<file path="src/rtl/reg_fifo.sv">
// reg_fifo: register-based synchronous FIFO with valid/ready handshake on both
// sides and first-word-fall-through head output.
// Optional feature macro: REG_FIFO_BYPASS_EN (empty-FIFO combinational bypass).
module reg_fifo #(
  parameter int unsigned N     = 8,
  parameter int unsigned DEPTH = 4,
  localparam int unsigned AW   = $clog2(DEPTH)
) (
  input  logic          clk,
  input  logic          rst,
  input  logic          enq_valid,
  input  logic [N-1:0]  enq_data,
  output logic          enq_ready,
  output logic          deq_valid,
  output logic [N-1:0]  deq_data,
  input  logic          deq_ready,
  output logic [AW:0]   count
);

  logic [N-1:0]  mem_q [DEPTH];
  logic [N-1:0]  mem_d [DEPTH];
  logic [AW-1:0] wr_ptr_q, wr_ptr_d;
  logic [AW-1:0] rd_ptr_q, rd_ptr_d;
  logic [AW:0]   count_q, count_d;
  logic          empty;
  logic          full;
  logic          wr_en;
  logic          deq_fire;

  // Status, handshake decode and next-state for storage, pointers and count.
  always_comb begin
    empty     = (count_q == '0);
    full      = (count_q == (AW+1)'(DEPTH));
    enq_ready = !full;
    count     = count_q;
`ifdef REG_FIFO_BYPASS_EN
    // Empty FIFO forwards the producer word straight to the consumer; it is
    // only stored when the consumer does not take it this cycle.
    deq_valid = empty ? enq_valid : 1'b1;
    deq_data  = empty ? enq_data : mem_q[rd_ptr_q];
    deq_fire  = !empty && deq_ready;
    wr_en     = enq_valid && !full && !(empty && deq_ready) && !rst;
`else
    deq_valid = !empty;
    deq_data  = mem_q[rd_ptr_q];
    deq_fire  = deq_valid && deq_ready;
    wr_en     = enq_valid && !full && !rst;
`endif

    mem_d    = mem_q;
    wr_ptr_d = wr_ptr_q;
    rd_ptr_d = rd_ptr_q;
    count_d  = count_q;

    if (wr_en) begin
      mem_d[wr_ptr_q] = enq_data;
      wr_ptr_d        = wr_ptr_q + AW'(1);
    end
    if (deq_fire) begin
      rd_ptr_d = rd_ptr_q + AW'(1);
    end

    case ({wr_en, deq_fire})
      2'b10:   count_d = count_q + (AW+1)'(1);
      2'b01:   count_d = count_q - (AW+1)'(1);
      default: count_d = count_q;
    endcase
  end

  // Pointer and occupancy registers; reset discards all stored words.
  always_ff @(posedge clk) begin
    if (rst) begin
      wr_ptr_q <= '0;
      rd_ptr_q <= '0;
      count_q  <= '0;
    end else begin
      wr_ptr_q <= wr_ptr_d;
      rd_ptr_q <= rd_ptr_d;
      count_q  <= count_d;
    end
  end

  // Storage registers; contents are left untouched by reset.
  always_ff @(posedge clk) begin
    mem_q <= mem_d;
  end

endmodule

</file>
<file path="config.mk">
export PLATFORM = sky130hd
export DESIGN_NAME = reg_fifo
export DESIGN_NICKNAME = d
export VERILOG_FILES = /design/src/rtl/reg_fifo.sv
export SDC_FILE = /design/constraint.sdc
export NUM_CORES = 1
export LEC_CHECK = 0
export ABC_AREA = 1
export BUFFER_PORTS_ARGS = -buffer_cell sky130_fd_sc_hd__buf_4
export CAP_MARGIN = 15
export CELL_PAD_IN_SITES_DETAIL_PLACEMENT = 1
export CELL_PAD_IN_SITES_GLOBAL_PLACEMENT = 1
export CORE_UTILIZATION = 40
export CTS_CLUSTER_SIZE = 14
export DETAILED_ROUTE_END_ITERATION = 10
export PLACE_DENSITY = 0.79
export SETUP_SLACK_MARGIN = 0.1
export SYNTH_ARGS = -nofsm -noshare
export SYNTH_HDL_FRONTEND = slang
export SYNTH_SLANG_ARGS = --single-unit
</file>
<file path="constraint.sdc">
create_clock -name clk -period 2 [get_ports clk]
set_input_delay 0.6 -clock clk [delete_from_list [all_inputs] [get_ports clk]]
set_output_delay 0.6 -clock clk [all_outputs]
set_load 0.01 [all_outputs]
</file>
==> impl_metrics.json, run 1 <==
{
  "status": "complete, no violations",
  "rows": 23,
  "netlist_instances": 143,
  "grt_pass1_wl_um": 5865,
  "synth.avg_cell_area_um2": 12.14,
  "fmax_mhz": 541.2,
  "power_density_mw_per_mm2": 1202,
  "vdd_ir_drop_max_mv": 0.5431,
  "wl_per_cell_um": 16.34,
  "hold_class": "input port to flip-flop",
  "critPathCaptureType": "primary output",
  "layout.area.seq_mm2": 0.001110,
  "antenna_found_initial": 0,
  "worstPathArrival_ns": 1.25,
  "cts.reportedPaths.clkPinSlew_ns": 0.08,
  "synth_area_leaders": "edfxtp_1 55%, dfxtp_1 8.1%, o22ai_2 5.8%",
  "root_buffer": "clkbuf_8",
  "numCtsBuffers": 5,
  "globalRoute.totalOverflow": 0,
  "critPathRequiredTime_ns": 1.40,
  "dr.pass1.iters": 4,
  "routed_wl_um": 3758,
  "grt_start_max_net_pins": 18,
  "crit_slowest_cell": "dfxtp_4",
  "ys_seq_area_share_pct": 63.40,
  "holdWs_ns": 0.4800,
  "clock_sinks": 39,
  "htree_num_levels": 2,
  "crit_top_cell": "buf_4",
  "cts_buffer_depth": 2,
  "min_period_ns": 1.848,
  "final_antenna_net_count": 0,
  "clk_latency_ns": 0.29,
  "die_x_um": 67.89,
  "yosys_warnings": 0,
  "synth_nets": 161,
  "diodes": 0,
  "drv_cap": 0,
  "core_mm2": 0.004086,
  "synth_cell_types": 21,
  "finalHoldViolations": 0,
  "hold_start": "rst",
  "drt-initial-drc-count": 36,
  "vias": 1179,
  "drive_above_1_share_pct": 40.56,
  "critical_path.cell_chain": "buf_4 -> o21ai_0 -> o22ai_2 -> buf_4",
  "netlist.area_leader.share_pct": 55.33,
  "port_buffers": 24,
  "layout_commonest_cell": "edfxtp_1",
  "yosysTopAreaCell": "edfxtp_1",
  "vias_per_cell": 5.126,
  "finalWeightedCongestion": 0.6903,
  "finalClockSkew_ns": 0.01008,
  "postCtsSetupRepairBufs": 0,
  "relSlewSlack_pct": 85.65,
  "cp-startpoint": "rd_ptr_q[1]",
  "rsz0062_at_grt": "true",
  "final_cell_mix": "32 x edfxtp_1, 31 x buf_4, 23 x nor2_1",
  "worst_pin_slew_ns": 0.2131,
  "nFillCells": 438,
  "holdPathStages": 2,
  "cts_tree": "yes",
  "syn_area_mm2": 0.001737,
  "timing_worst_setup_path_type": "flip-flop to primary output",
  "grt_pass1_vias": 1244,
  "die-height_um": 67.89,
  "dieArea_mm2": 0.004609,
  "reg2reg_depth": 12,
  "stdcell_count": 230,
  "layout.nets": 197,
  "critPathMaxFanout": 6,
  "setup_violations": 0,
  "grt_util_all_layers_pct": 18.79,
  "drcViolationCount": 0,
  "multi_input_comb_area_um2": 540.5,
  "slew_viol_final": 0,
  "dp.cells": 222,
  "synth_seq_cells": 39,
  "r2r_start": "count[0]",
  "power_leakage_nw": 0.8459,
  "start_util_pct": 42.50,
  "place_hpwl_um": 2886,
  "num_io_pins": 25,
  "hold_buffers": 0,
  "critPathMaxStageDelay_ns": 0.40,
  "area_delta_synth_final_pct": 23.78,
  "post-route-period-util_pct": 92.40,
  "critPathLaunchType": "flip-flop"
}
==> cells in the mapped netlist <==
cell type,count
a21oi_1,2
a21oi_2,2
buf_4,2
buf_6,2
dfxtp_1,7
edfxtp_1,32
fa_1,1
ha_1,5
inv_1,13
inv_2,3
nand2_1,9
nand2_2,5
nand2_4,2
nand3_1,4
nand3_2,2
nor2_1,23
nor2_2,2
nor2_4,1
o21ai_0,16
o21ai_1,2
o22ai_2,8
==> layer usage <==
metal / share of wire, % / global-route usage [%]
met1: 38 / 18.75
met2: 57 / 36.51
met3: 3.8 / 4.833
met4: 1.3 / 7.292
met5: 0 / 0
==> through the flow <==
step           setup slack, ns  total power, mW  setup TNS [ns]  utilization, %  cell area (µm²)
6_report                0.1521            2.583               0           52.60             2150
3_5_place_dp          -0.05710            1.916        -0.05710           49.17             2009
3_3_place_gp            0.1177            1.844               0           49.17             2009
2_1_floorplan           0.2521            1.570               0               -             1737
5_1_grt                0.07415            2.736               0           52.60             2150
4_1_cts                0.06406            2.590               0           52.14             2131
==> repair_timing <==
item / CTS / global route
resized for setup: 6 / 13
endpoints found under the hold margin: 0 / 0
setup endpoints to repair: 8 / 8
==> worst max-delay path: cells and delay by family (launching register included) <==
family	cells	cell delay, ns
compound gates	2	0.25
buf+inv	2	0.30
flops	1	0.40
==> power breakdown <==
group / internal (mW) / switching, mW
combinational: 0.386 / 0.505
clock: 0.378 / 0.288
sequential: 0.958 / 0.0685
total: 1.72 / 0.861
==> state kept, by name, summed over array words and instances (netlist names) <==
signal / cells
wr_ptr_q: 2
rd_ptr_q: 2
count: 3
mem_q: 32
==> final timing paths <==
| kind | slack (ns) | to |
|---|---|---|
| max | 0.15 | deq_data[6] |
| min reg2reg | 0.51 | wr_ptr_q[1] |
| max reg2reg | 0.23 | count[2] |
| min | 0.48 | rd_ptr_q[1] |
==> logic make-up after synthesis <==
kind of cell	count (synthesis)	share of synthesized area, %
buffers and inverters	20	5.619
AO/OA/AOI/OAI	30	12.54
AND/OR/NAND/NOR	48	13.69
flip-flops	39	63.40
adder cells (fa/ha/maj)	6	4.755
==> final cells by class <==
cell class                 count  area share (%)
tap                           50           2.910
timing repair buffer          33           11.87
clock buffer                   5           3.201
clock inverter                 3           2.212
inverter                      16           3.027
sequential                    39           51.63
multi-input combinational     84           25.15
Power figures use the tool's default switching activity.
==> run 2, diff against run 1 <==
--- a/config.mk
+++ b/config.mk
@@ -13,8 +13,9 @@
 export CORE_UTILIZATION = 40
 export CTS_CLUSTER_SIZE = 14
 export DETAILED_ROUTE_END_ITERATION = 10
-export PLACE_DENSITY = 0.79
+export PLACE_DENSITY_LB_ADDON = 0.1
 export SETUP_SLACK_MARGIN = 0.1
 export SYNTH_ARGS = -nofsm -noshare
 export SYNTH_HDL_FRONTEND = slang
 export SYNTH_SLANG_ARGS = --single-unit
+export TNS_END_PERCENT = 50
==> impl_metrics.json, run 2 (synthesis gave the netlist of run 1 again) <==
{
  "layout_commonest_cell": "buf_4",
  "critical_path.cell_chain": "buf_4 -> o21ai_0 -> o22ai_2 -> buf_4",
  "wl_met3_um": 102,
  "slew_viol_final": 0,
  "wl_per_cell_um": 15.45,
  "fmax_mhz": 535.5,
  "crit_slowest_cell": "dfxtp_2",
  "cts.reportedPaths.clkPinSlew_ns": 0.07,
  "largest_register_ffs": 32,
  "critPathBufInv": 2,
  "final.setup.tns_ns": 0,
  "timing_worst_setup_path_type": "flip-flop to primary output",
  "finalHoldViolations": 0,
  "crit_top_cell": "buf_4",
  "power.total_mw": 2.393,
  "drv_cap": 0,
  "vias": 1146,
  "cts_buffer_depth": 2,
  "core_mm2": 0.004086,
  "routed_wl_um": 3537,
  "post-route-period-util_pct": 93.37,
  "clock_sinks": 39,
  "layout.area.seq_mm2": 0.001106,
  "finalWeightedCongestion": 0.7868,
  "root_buffer": "clkbuf_8",
  "regMostFlops": "mem_q",
  "cpLargestDelayFamily": "flip-flops",
  "top_layer_used": "met4",
  "dr.pass1.iters": 2,
  "cts_resized": 6,
  "finalClockSkew_ns": 0.006548,
  "grt_pass1_vias": 1134,
  "multi_input_comb_area_um2": 538.0,
  "htree_num_levels": 2,
  "drcViolationCount": 0,
  "num_io_pins": 25,
  "setup_violations": 0,
  "relSlewSlack_pct": 85.78,
  "rows": 23,
  "power_density_mw_per_mm2": 1139,
  "diodes": 0,
  "drive_above_1_share_pct": 39.11,
  "die_x_um": 67.89,
  "min_period_ns": 1.867,
  "critPathMaxStageDelay_ns": 0.34,
  "postCtsSetupRepairBufs": 0,
  "numCtsBuffers": 5,
  "nFillCells": 458,
  "worstPathArrival_ns": 1.27,
  "met1_length_um": 1551,
  "vdd_ir_drop_max_mv": 0.4684,
  "worst_pin_slew_ns": 0.2110,
  "critPathCaptureType": "primary output",
  "globalRoute.totalOverflow": 0,
  "clk_latency_ns": 0.29,
  "critPathRequiredTime_ns": 1.40,
  "grt_start_max_net_pins": 18,
  "area_delta_synth_final_pct": 21.04,
  "layout.nets": 197,
  "antenna_found_initial": 0,
  "dieArea_mm2": 0.004609,
  "status": "complete, no violations",
  "port_buffers": 24,
  "critPathMaxFanout": 9,
  "grt_pass1_wl_um": 5582,
  "drt-initial-drc-count": 77,
  "place_hpwl_um": 2570,
  "start_util_pct": 42.50,
  "vias_per_cell": 5.004,
  "power_leakage_nw": 0.8287,
  "critPathLaunchType": "flip-flop",
  "hold_buffers": 0,
  "final_cell_mix": "33 x buf_4, 32 x edfxtp_1, 23 x nor2_1",
  "grt_util_all_layers_pct": 17.68,
  "hold_class": "input port to flip-flop",
  "die-height_um": 67.89,
  "dr_wl_met2_um": 1834,
  "rsz0062_at_grt": "true",
  "final_antenna_net_count": 0,
  "cts_tree": "yes"
}
-- run 2: metrics by stage --
stage / instances / hold slack [ns] / util, % / area (µm²) / setup WS (ns)
after floorplan: 143 / 0.4697 / - / 1737 / 0.2521
after global placement: 222 / 0.4987 / 49.17 / 2009 / 0.1066
after detailed placement: 222 / 0.5054 / 49.17 / 2009 / -0.01627
after CTS: 229 / 0.4953 / 51.29 / 2096 / 0.1076
after global routing: 229 / 0.4844 / 51.44 / 2102 / 0.06191
final: 229 / 0.4982 / 51.44 / 2102 / 0.1327
-- run 2: final timing paths --
path                      end  depth (start not counted)   startpoint  slack, ns
setup / recovery  deq_data[7]                          4  rd_ptr_q[0]       0.13
hold / removal    rd_ptr_q[1]                          2          rst       0.50
setup reg to reg     count[2]                         11     count[0]       0.22
hold reg to reg   wr_ptr_q[1]                          2  wr_ptr_q[1]       0.51
-- run 2: layout make-up --
class / instances / share of cell area (%)
tap: 50 / 2.976
sequential: 39 / 52.62
clock inverter: 2 / 0.6548
inverter: 16 / 3.095
timing repair buffer: 33 / 11.79
multi-input combinational: 84 / 25.60
clock buffer: 5 / 3.274
-- run 2: routing by layer --
metal	vias to the layer above	global-route usage, %
met5	-	0
met4	0	6.250
met3	7	5.500
met2	15	29.58
met1	561	21.41
li1	563	-
-- run 2: where the power goes --
part           internal, mW  total, mW  switching (mW)
Sequential            0.955       1.02          0.0606
Combinational         0.372      0.865           0.493
Clock                 0.238      0.513           0.274
Total                  1.57       2.39           0.828
